--- src/rtl/rv32i_ctrl_pkg.sv ---
// Shared encodings for the RV32I multicycle controller: opcodes, FSM states,
// ALUOp classes, ALU operation codes and datapath mux selects.
package rv32i_ctrl_pkg;

    localparam logic [6:0] OP_LW    = 7'b0000011;
    localparam logic [6:0] OP_SW    = 7'b0100011;
    localparam logic [6:0] OP_RTYPE = 7'b0110011;
    localparam logic [6:0] OP_ITYPE = 7'b0010011;
    localparam logic [6:0] OP_JAL   = 7'b1101111;
    localparam logic [6:0] OP_BEQ   = 7'b1100011;

    typedef enum logic [3:0] {
        S_FETCH,
        S_DECODE,
        S_MEMADR,
        S_MEMREAD,
        S_MEMWB,
        S_MEMWRITE,
        S_EXECR,
        S_EXECI,
        S_ALUWB,
        S_JAL,
        S_BEQ,
        S_HALT
    } state_e;

    typedef enum logic [1:0] {
        ALUOP_ADD   = 2'b00,
        ALUOP_SUB   = 2'b01,
        ALUOP_FUNCT = 2'b10
    } aluop_e;

    typedef enum logic [2:0] {
        ALU_ADD = 3'b000,
        ALU_SUB = 3'b001,
        ALU_AND = 3'b010,
        ALU_OR  = 3'b011,
        ALU_SLT = 3'b101
    } alu_ctrl_e;

    localparam logic [1:0] RES_ALUOUT    = 2'b00;
    localparam logic [1:0] RES_DATA      = 2'b01;
    localparam logic [1:0] RES_ALURESULT = 2'b10;

    localparam logic [1:0] SRCA_PC    = 2'b00;
    localparam logic [1:0] SRCA_OLDPC = 2'b01;
    localparam logic [1:0] SRCA_RS1   = 2'b10;

    localparam logic [1:0] SRCB_RS2  = 2'b00;
    localparam logic [1:0] SRCB_IMM  = 2'b01;
    localparam logic [1:0] SRCB_FOUR = 2'b10;

    localparam logic [1:0] IMM_I = 2'b00;
    localparam logic [1:0] IMM_S = 2'b01;
    localparam logic [1:0] IMM_B = 2'b10;
    localparam logic [1:0] IMM_J = 2'b11;

endpackage

--- src/rtl/alu_decoder.sv ---
// Maps the FSM's ALUOp class plus instruction function fields onto the
// concrete ALU operation code.
module alu_decoder
    import rv32i_ctrl_pkg::*;
(
    input  aluop_e     alu_op,
    input  logic [2:0] funct3,
    input  logic       funct7b5,
    input  logic       op5,
    output logic [2:0] alu_control
);

    always_comb begin
        alu_control = ALU_ADD;
        case (alu_op)
            ALUOP_ADD: alu_control = ALU_ADD;
            ALUOP_SUB: alu_control = ALU_SUB;
            ALUOP_FUNCT: begin
                case (funct3)
                    // funct7b5 only means subtract for R-type; addi reuses bit 30 as immediate
                    3'b000:  alu_control = (funct7b5 && op5) ? ALU_SUB : ALU_ADD;
                    3'b010:  alu_control = ALU_SLT;
                    3'b110:  alu_control = ALU_OR;
                    3'b111:  alu_control = ALU_AND;
                    default: alu_control = ALU_ADD;
                endcase
            end
            default: alu_control = ALU_ADD;
        endcase
    end

endmodule

--- src/rtl/multicycle_control.sv ---
// Moore-style main controller for the multicycle RV32I datapath; the ALU
// operation itself is resolved in alu_decoder.
module multicycle_control
    import rv32i_ctrl_pkg::*;
#(
    parameter bit ILLEGAL_HALT = 1'b1
) (
    input  logic       clk,
    input  logic       rst_n,
    input  logic [6:0] op,
    input  logic [2:0] funct3,
    input  logic       funct7b5,
    input  logic       zero,
    output logic       pc_write,
    output logic       adr_src,
    output logic       mem_write,
    output logic       ir_write,
    output logic [1:0] result_src,
    output logic [1:0] alu_src_a,
    output logic [1:0] alu_src_b,
    output logic [1:0] imm_src,
    output logic       reg_write,
    output logic [2:0] alu_control,
    output logic       illegal
);

    state_e state_q, state_d;
    logic   illegal_q, illegal_d;
    aluop_e alu_op;
    logic   pc_write_s;
    logic   ir_write_s;

    always_ff @(posedge clk or negedge rst_n) begin
        if (!rst_n) begin
            state_q   <= S_FETCH;
            illegal_q <= 1'b0;
        end else begin
            state_q   <= state_d;
            illegal_q <= illegal_d;
        end
    end

    always_comb begin
        state_d   = state_q;
        illegal_d = illegal_q;
        case (state_q)
            S_FETCH:  state_d = S_DECODE;
            S_DECODE: begin
                case (op)
                    OP_LW, OP_SW: state_d = S_MEMADR;
                    OP_RTYPE:     state_d = S_EXECR;
                    OP_ITYPE:     state_d = S_EXECI;
                    OP_JAL:       state_d = S_JAL;
                    OP_BEQ:       state_d = S_BEQ;
                    default: begin
                        illegal_d = 1'b1;
                        state_d   = ILLEGAL_HALT ? S_HALT : S_FETCH;
                    end
                endcase
            end
            S_MEMADR:   state_d = (op == OP_LW) ? S_MEMREAD : S_MEMWRITE;
            S_MEMREAD:  state_d = S_MEMWB;
            S_MEMWB:    state_d = S_FETCH;
            S_MEMWRITE: state_d = S_FETCH;
            S_EXECR:    state_d = S_ALUWB;
            S_EXECI:    state_d = S_ALUWB;
            S_JAL:      state_d = S_ALUWB;
            S_ALUWB:    state_d = S_FETCH;
            S_BEQ:      state_d = S_FETCH;
            S_HALT:     state_d = S_HALT;
            default:    state_d = S_FETCH;
        endcase
    end

    always_comb begin
        pc_write_s = 1'b0;
        ir_write_s = 1'b0;
        adr_src    = 1'b0;
        mem_write  = 1'b0;
        reg_write  = 1'b0;
        result_src = RES_ALUOUT;
        alu_src_a  = SRCA_PC;
        alu_src_b  = SRCB_RS2;
        alu_op     = ALUOP_ADD;
        case (state_q)
            S_FETCH: begin
                ir_write_s = 1'b1;
                pc_write_s = 1'b1;
                alu_src_b  = SRCB_FOUR;
                result_src = RES_ALURESULT;
            end
            S_DECODE: begin
                alu_src_a = SRCA_OLDPC;
                alu_src_b = SRCB_IMM;
            end
            S_MEMADR: begin
                alu_src_a = SRCA_RS1;
                alu_src_b = SRCB_IMM;
            end
            S_MEMREAD:  adr_src = 1'b1;
            S_MEMWB: begin
                result_src = RES_DATA;
                reg_write  = 1'b1;
            end
            S_MEMWRITE: begin
                adr_src   = 1'b1;
                mem_write = 1'b1;
            end
            S_EXECR: begin
                alu_src_a = SRCA_RS1;
                alu_op    = ALUOP_FUNCT;
            end
            S_EXECI: begin
                alu_src_a = SRCA_RS1;
                alu_src_b = SRCB_IMM;
                alu_op    = ALUOP_FUNCT;
            end
            S_ALUWB:    reg_write = 1'b1;
            S_JAL: begin
                alu_src_a  = SRCA_OLDPC;
                alu_src_b  = SRCB_FOUR;
                pc_write_s = 1'b1;
            end
            S_BEQ: begin
                alu_src_a  = SRCA_RS1;
                alu_op     = ALUOP_SUB;
                pc_write_s = zero;
            end
            default: ;
        endcase
    end

    always_comb begin
        case (op)
            OP_SW:   imm_src = IMM_S;
            OP_BEQ:  imm_src = IMM_B;
            OP_JAL:  imm_src = IMM_J;
            default: imm_src = IMM_I;
        endcase
    end

    // Reset forces FETCH asynchronously, but the PC and IR must not load while held
    assign pc_write = pc_write_s & rst_n;
    assign ir_write = ir_write_s & rst_n;
    assign illegal  = illegal_q;

    alu_decoder u_alu_decoder (
        .alu_op      (alu_op),
        .funct3      (funct3),
        .funct7b5    (funct7b5),
        .op5         (op[5]),
        .alu_control (alu_control)
    );

endmodule

--- config.mk ---
export PLATFORM = sky130hd
export DESIGN_NAME = multicycle_control
export DESIGN_NICKNAME = d
export VERILOG_FILES = /design/src/rtl/rv32i_ctrl_pkg.sv /design/src/rtl/alu_decoder.sv /design/src/rtl/multicycle_control.sv
export SDC_FILE = /design/constraint.sdc
export NUM_CORES = 1
export LEC_CHECK = 0
export BUFFER_PORTS_ARGS = -buffer_cell sky130_fd_sc_hd__buf_2
export CELL_PAD_IN_SITES_DETAIL_PLACEMENT = 0
export CELL_PAD_IN_SITES_GLOBAL_PLACEMENT = 2
export CORE_UTILIZATION = 21
export CTS_CLUSTER_DIAMETER = 40
export DETAILED_ROUTE_END_ITERATION = 8
export MAX_ROUTING_LAYER = met4
export PLACE_DENSITY = 0.71
export SYNTH_ARGS = -nofsm -noshare
export SYNTH_HDL_FRONTEND = slang
export SYNTH_HIERARCHICAL = 1
export SYNTH_SLANG_ARGS = --single-unit
--- constraint.sdc ---
create_clock -name clk -period 1.5 [get_ports clk]
set_input_delay 0.075 -clock clk [delete_from_list [all_inputs] [get_ports clk]]
set_output_delay 0.075 -clock clk [all_outputs]
set_load 0.01 [all_outputs]
== Word level (Yosys, flattened, before mapping) ==
Index checks and enable logic that the tools add are counted.
Operators by class
  add/subtract/negate cells: 0
  $mul: 0
  divide/modulo/power cells: 0
  magnitude comparators: 0
  eq/ne operators: 22
  shift operators: 0
  mux-type cells: 16
  bitwise gates (word level): 3
  reductions and logical operators: 14
Operator list (count)
  4-bit one-hot mux with 6 select lines: 1
  4-bit one-hot mux with 5 select lines: 1
  4-bit by 3-bit equality test with 1-bit output (second input constant): 4
  4-bit equality test (second input constant): 4
  2-bit one-hot mux with 2 select lines: 4
  7-bit by 6-bit equality test with 1-bit output (second input constant): 2
  7-bit equality test (second input constant): 2
  3-bit one-hot mux with 4 select lines: 1
  2-bit OR reduction: 6
  4-bit by 2-bit equality test with 1-bit output (second input constant): 2
  7-bit by 2-bit equality test with 1-bit output (second input constant): 1
  7-bit by 5-bit equality test with 1-bit output (second input constant): 1
  3-bit equality test (second input constant): 2
  2-bit one-hot mux with 3 select lines: 1
  3-bit one-hot mux with 2 select lines: 1
  3-bit OR reduction: 2
  6-bit OR reduction: 1
  1-bit two-way mux: 5
  4-bit by 1-bit equality test with 1-bit output (second input constant): 1
  4-bit zero test: 1
  4-bit OR reduction: 1
  3-bit by 2-bit equality test with 1-bit output (second input constant): 1
  3-bit zero test: 1
  3-bit two-way mux: 1
  other kinds (7): 8
Storage, ports and cells
  register bits: 5
  bits in latches: 0
  RAM bits: 0
  memory bits (read-only): 0
  input bits: 14
  output and inout bits: 17
  logic and storage cells: 57
  memories: 0

== Longest topological paths before layout ==
  depth in word-level cells: 5
  depth in mapped cells: 8
  depth with buffers taken out: 6

== Modules after synthesis ==
The synthesis kept the hierarchy.
Modules (own cells, without submodules)
  multicycle_control: instances 1, cells an instance 67, area an instance 528.0 sq um, seq. area each 125.1 sq um
  alu_decoder: instances 1, cells an instance 11, area an instance 96.3 sq um, seq. area each 0.0 sq um

== Least setup slack after synthesis ==
No wires, ideal clock.
  path kind: reg-to-output
  from: register state_q[0]
  to: output port alu_control[2]
  arrival time: 1.732 ns
  data required time: 1.425 ns
  path slack: -0.307 ns
  cell stages (with the launch flop): 8
  buffers on the path: 2
  cells stage by stage: dfrtp_1 buf_2 buf_4 nor2_1 and2_1 inv_1 ha_1 nor4b_1
On the way
  cells in the longest elaborated chain, start to end: 5
  elaborated cells on any way between the ends: 8
  those cells by class: eq/ne (5); mux (2); reduce/logical (1)
RTL lines
  start, declared: RTL line multicycle_control.sv:27  | state_e state_q, state_d;
  start signal, assigned: RTL line multicycle_control.sv:38  | state_q <= state_d;
  4-bit by 3-bit equality test with 1-bit output: RTL line multicycle_control.sv:85  | case (state_q)
  2-bit OR reduction (no source line)
  2-bit one-hot mux with 2 select lines (*): RTL line multicycle_control.sv:85
  net alu_op[0]: RTL line multicycle_control.sv:29  | aluop_e alu_op;
  2-bit equality test or 2-bit by 1-bit equality test with 1-bit output (tied branches): RTL line alu_decoder.sv:15  | case (alu_op)
  3-bit one-hot mux with 2 select lines (*): RTL line alu_decoder.sv:15
  end, declared: RTL line multicycle_control.sv:23  | output logic [2:0] alu_control,
The timed path passes the listed nets; every way through them passes the cells marked *.

== Worst setup path after layout ==
  from: register state_q[0]
  to: output port alu_control[1]
The elaborated chain is that of the path after synthesis.

==> results.tsv <==
stage	metric	value	unit
power_and_ir_drop	Pwr Total	1.53	mW
synth	Top FF cell, synth	dfrtp_1	
synth	number of enable flip-flop cells after synthesis	0	
hold_path	worst hold path type	in2async	
grt	initial antenna violation count	0	
routing	First-pass DRT Iterations	4	
cells_and_area	layout cells sized above 1	0.560	
setup_path	Crit-path slowest cell	dfrtp_2	
routing	final WL	1770	um
cells_and_area	Util after Layout	0.355	
setup_path	r2r startpoint	state_q[0]	
timing	fin crit share	1.11	
setup_path	CP Data Required Time	1.42	ns
setup_path	Setup crit start kind	flop	
timing	Final Hold Viols	0	
cells_and_area	Layout fillers	307	
cells_and_area	commonest non-fill, non-tap cell in the layout	buf_2	
place	dpl ws	0.0298	ns
grt	grt ovf	0	
routing	DRT iter0 DRCs	11	
grt	vias in the first global route	696	
cells_and_area	Antenna diodes	0	
floorplan	number of I/O pins	31	
grt	GRT Overall Usage	0.125	
place	Port-buffer cells	30	
setup_path	WP buf/inv	2	
floorplan	chip height	56.5	um
cts	CTS tree	yes	
cts	CTS Buf Count	3	
floorplan	Starting Density	0.224	
timing	Slew Viols, Final	0	
setup_path	cell chain of the critical path	nor2_4 -> and2_4 -> inv_4 -> ha_4 -> and4b_2 -> buf_6	
synth	top cell type's share of synthesized area	0.200	
setup_path	CP Capture Type	output pin	
cts	Clock Sinks	5	
place	DP HPWL	1360	um
timing	Finish-stage setup viols	5	
routing	Via density	4.86	
run_status	status	finished with violations	
timing	Period minus WS final	1.67	ns
setup_path	Setup crit start	state_q[0]	
cells_and_area	Final Net Count	133	
routing	remaining antenna violation count	0	
synth	synth top area cells	dfrtp_1 20%, nor3b_1 6.0%, buf_2 4.8%, ha_1 4.0%, nor3_1 4.0%	
timing	Slew HR	0.842	
routing	DRC	0	
timing	final worst slack	-0.172	ns
cells_and_area	Multi-input gate area	518	sq um
floorplan	die width	56.5	um
setup_path	CP max FO	3	
cts	Clock transition at path regs	0.05	ns
power_and_ir_drop	P per Cell Area	1550	nW/um^2
job	Max Cap Violations	0	
power_and_ir_drop	Leak	0.444	nW
routing	Routed WL per cell	12.1	um
floorplan	core area	2780	sq um
timing	Slew @ Worst Pin	0.236	ns
grt	global-route wire length before repair	2990	um
synth	Synth async-reset ratio	1.00	
cells_and_area	commonest cells after routing, fill and taps aside	29 x buf_2, 8 x buf_4, 5 x nor3_1	
synth	syn_nets	94	
synth	YS warnings	6	
synth	Post-Syn Area	624	sq um
setup_path	Critical Path Max Stage Delay	0.42	ns
synth	Yosys cell types	39	
place	Placed Cells incl. Taps	139	
synth	register bit total from synthesis	5	
cts	H-Tree Depth	1	
cts	Max Buffers Root-to-Sink	2	
cts	worst skew pair latency	0.25	ns
floorplan	row cnt	19	
place	GPL Wtd Cong	0.734	
synth	largest area contributor in the netlist	dfrtp_1	
setup_path	Top Family by Delay on Critical Path	simple AND/OR/NAND/NOR gates	
timing	RSZ-0062 raised after global routing	true	
cts	root buf cell	clkbuf_4	
synth	Avg Cell Area, Syn	8.00	sq um
cells_and_area	Non-Filler Instances	147	
timing	Fmax	0.598	GHz
timing	clock skew	0.0119	ns
cells_and_area	Register Area	126	sq um
synth	Synth Instances	78	
timing	Min Hold Slack	0.181	ns
setup_path	Worst EP arrival	1.60	ns
grt	largest net degree at the start of global routing	14	
synth	post-synthesis sequential area ratio	0.200	
run_status	violated checks	setup timing	
floorplan	Die ar.	3200	sq um
cells_and_area	layout overhead on the synthesized area	58.3	%
routing	vias	714	
setup_path	crit path kind	reg2out	
power_and_ir_drop	Worst VDD drop	0.000474	V
Yosys cell counts (2+ instances only):
| master | count |
|---|---|
| o21ai_0 | 2 |
| nor3_1 | 5 |
| dfrtp_1 | 5 |
| nand2b_1 | 2 |
| nand3b_1 | 2 |
| ha_1 | 2 |
| and2_1 | 3 |
| buf_2 | 6 |
| xnor2_1 | 2 |
| a21oi_1 | 3 |
| nand2_1 | 2 |
| nand4bb_1 | 2 |
| nor3b_1 | 5 |
| nor2b_1 | 3 |
| nor2_1 | 5 |
| inv_1 | 6 |
kinds of logic (layout without fill, tap and decap cells):
| family | count (synthesis) | after routing | synth area share |
|---|---|---|---|
| AND/OR/NAND/NOR | 38 | 38 | 0.399 |
| XOR/XNOR | 3 | 3 | 0.0421 |
| adder cells (fa/ha/maj) | 3 | 3 | 0.0561 |
| AO/OA/AOI/OAI | 16 | 16 | 0.206 |
| flip-flops | 5 | 5 | 0.200 |
| buffers and inverters | 13 | 51 | 0.0962 |
flip-flops by register name, summed over array words and instances, names as in the netlist:
name / cells
illegal: 1
state_q: 4
final cells by class:
type,count,area share
tap,31,0.0392
inverter,6,0.0253
multi-input combinational,60,0.524
clock inverter,1,0.00506
clock buffer,3,0.0228
sequential,5,0.128
timing repair buffer,41,0.256
worst register-to-register path, delay by kind of cell, from the launching register on:
| family | cells | cell delay (ns) |
|---|---|---|
| compound gates | 2 | 0.48 |
| buf+inv | 2 | 0.26 |
| flops | 1 | 0.42 |
| simple gates | 1 | 0.14 |
worst paths after layout:
kind                                  end  slack, ns  cells after the start
setup / recovery           alu_control[1]      -0.17                      6
hold reg to reg                   illegal       0.46                      1
min in group clk               state_q[3]       0.20                      3
max in group asynchronous      state_q[1]       1.15                      2
setup reg to reg               state_q[0]       0.09                      5
hold / removal                    illegal       0.18                      2
per-layer routing:
metal | wire (um) | share of wire | vias up | global-route usage
met1 | 790 | 0.45 | 330 | 0.145
li1 | - | - | 360 | -
met5 | 0 | 0 | - | -
met2 | 888 | 0.50 | 22 | 0.207
met4 | 30 | 0.017 | 0 | 0.0732
met3 | 63 | 0.036 | 2 | 0.0138
report_power, final:
group,switching (mW),internal [mW]
clock network,0.0612,0.0968
registers,0.0450,0.185
logic,0.570,0.573
stage by stage:
stage | instance area, sq um | setup TNS [ns]
final | 988 | -0.633
after global routing | 988 | -1.14
after CTS | 977 | -0.754
after detailed placement | 866 | 0
after global placement | 866 | 0
after floorplan | 668 | 0
timing repair:
action,4_1_cts,5_1_grt
endpoints found under the hold margin,5,0
setup endpoints to repair,8,11
pin swaps,5,4
gates resized for setup,15,3
buffers inserted,3,0
cloned,0,0
hold buffers,1,0
Note: power is estimated with default switching activity, not from simulation.
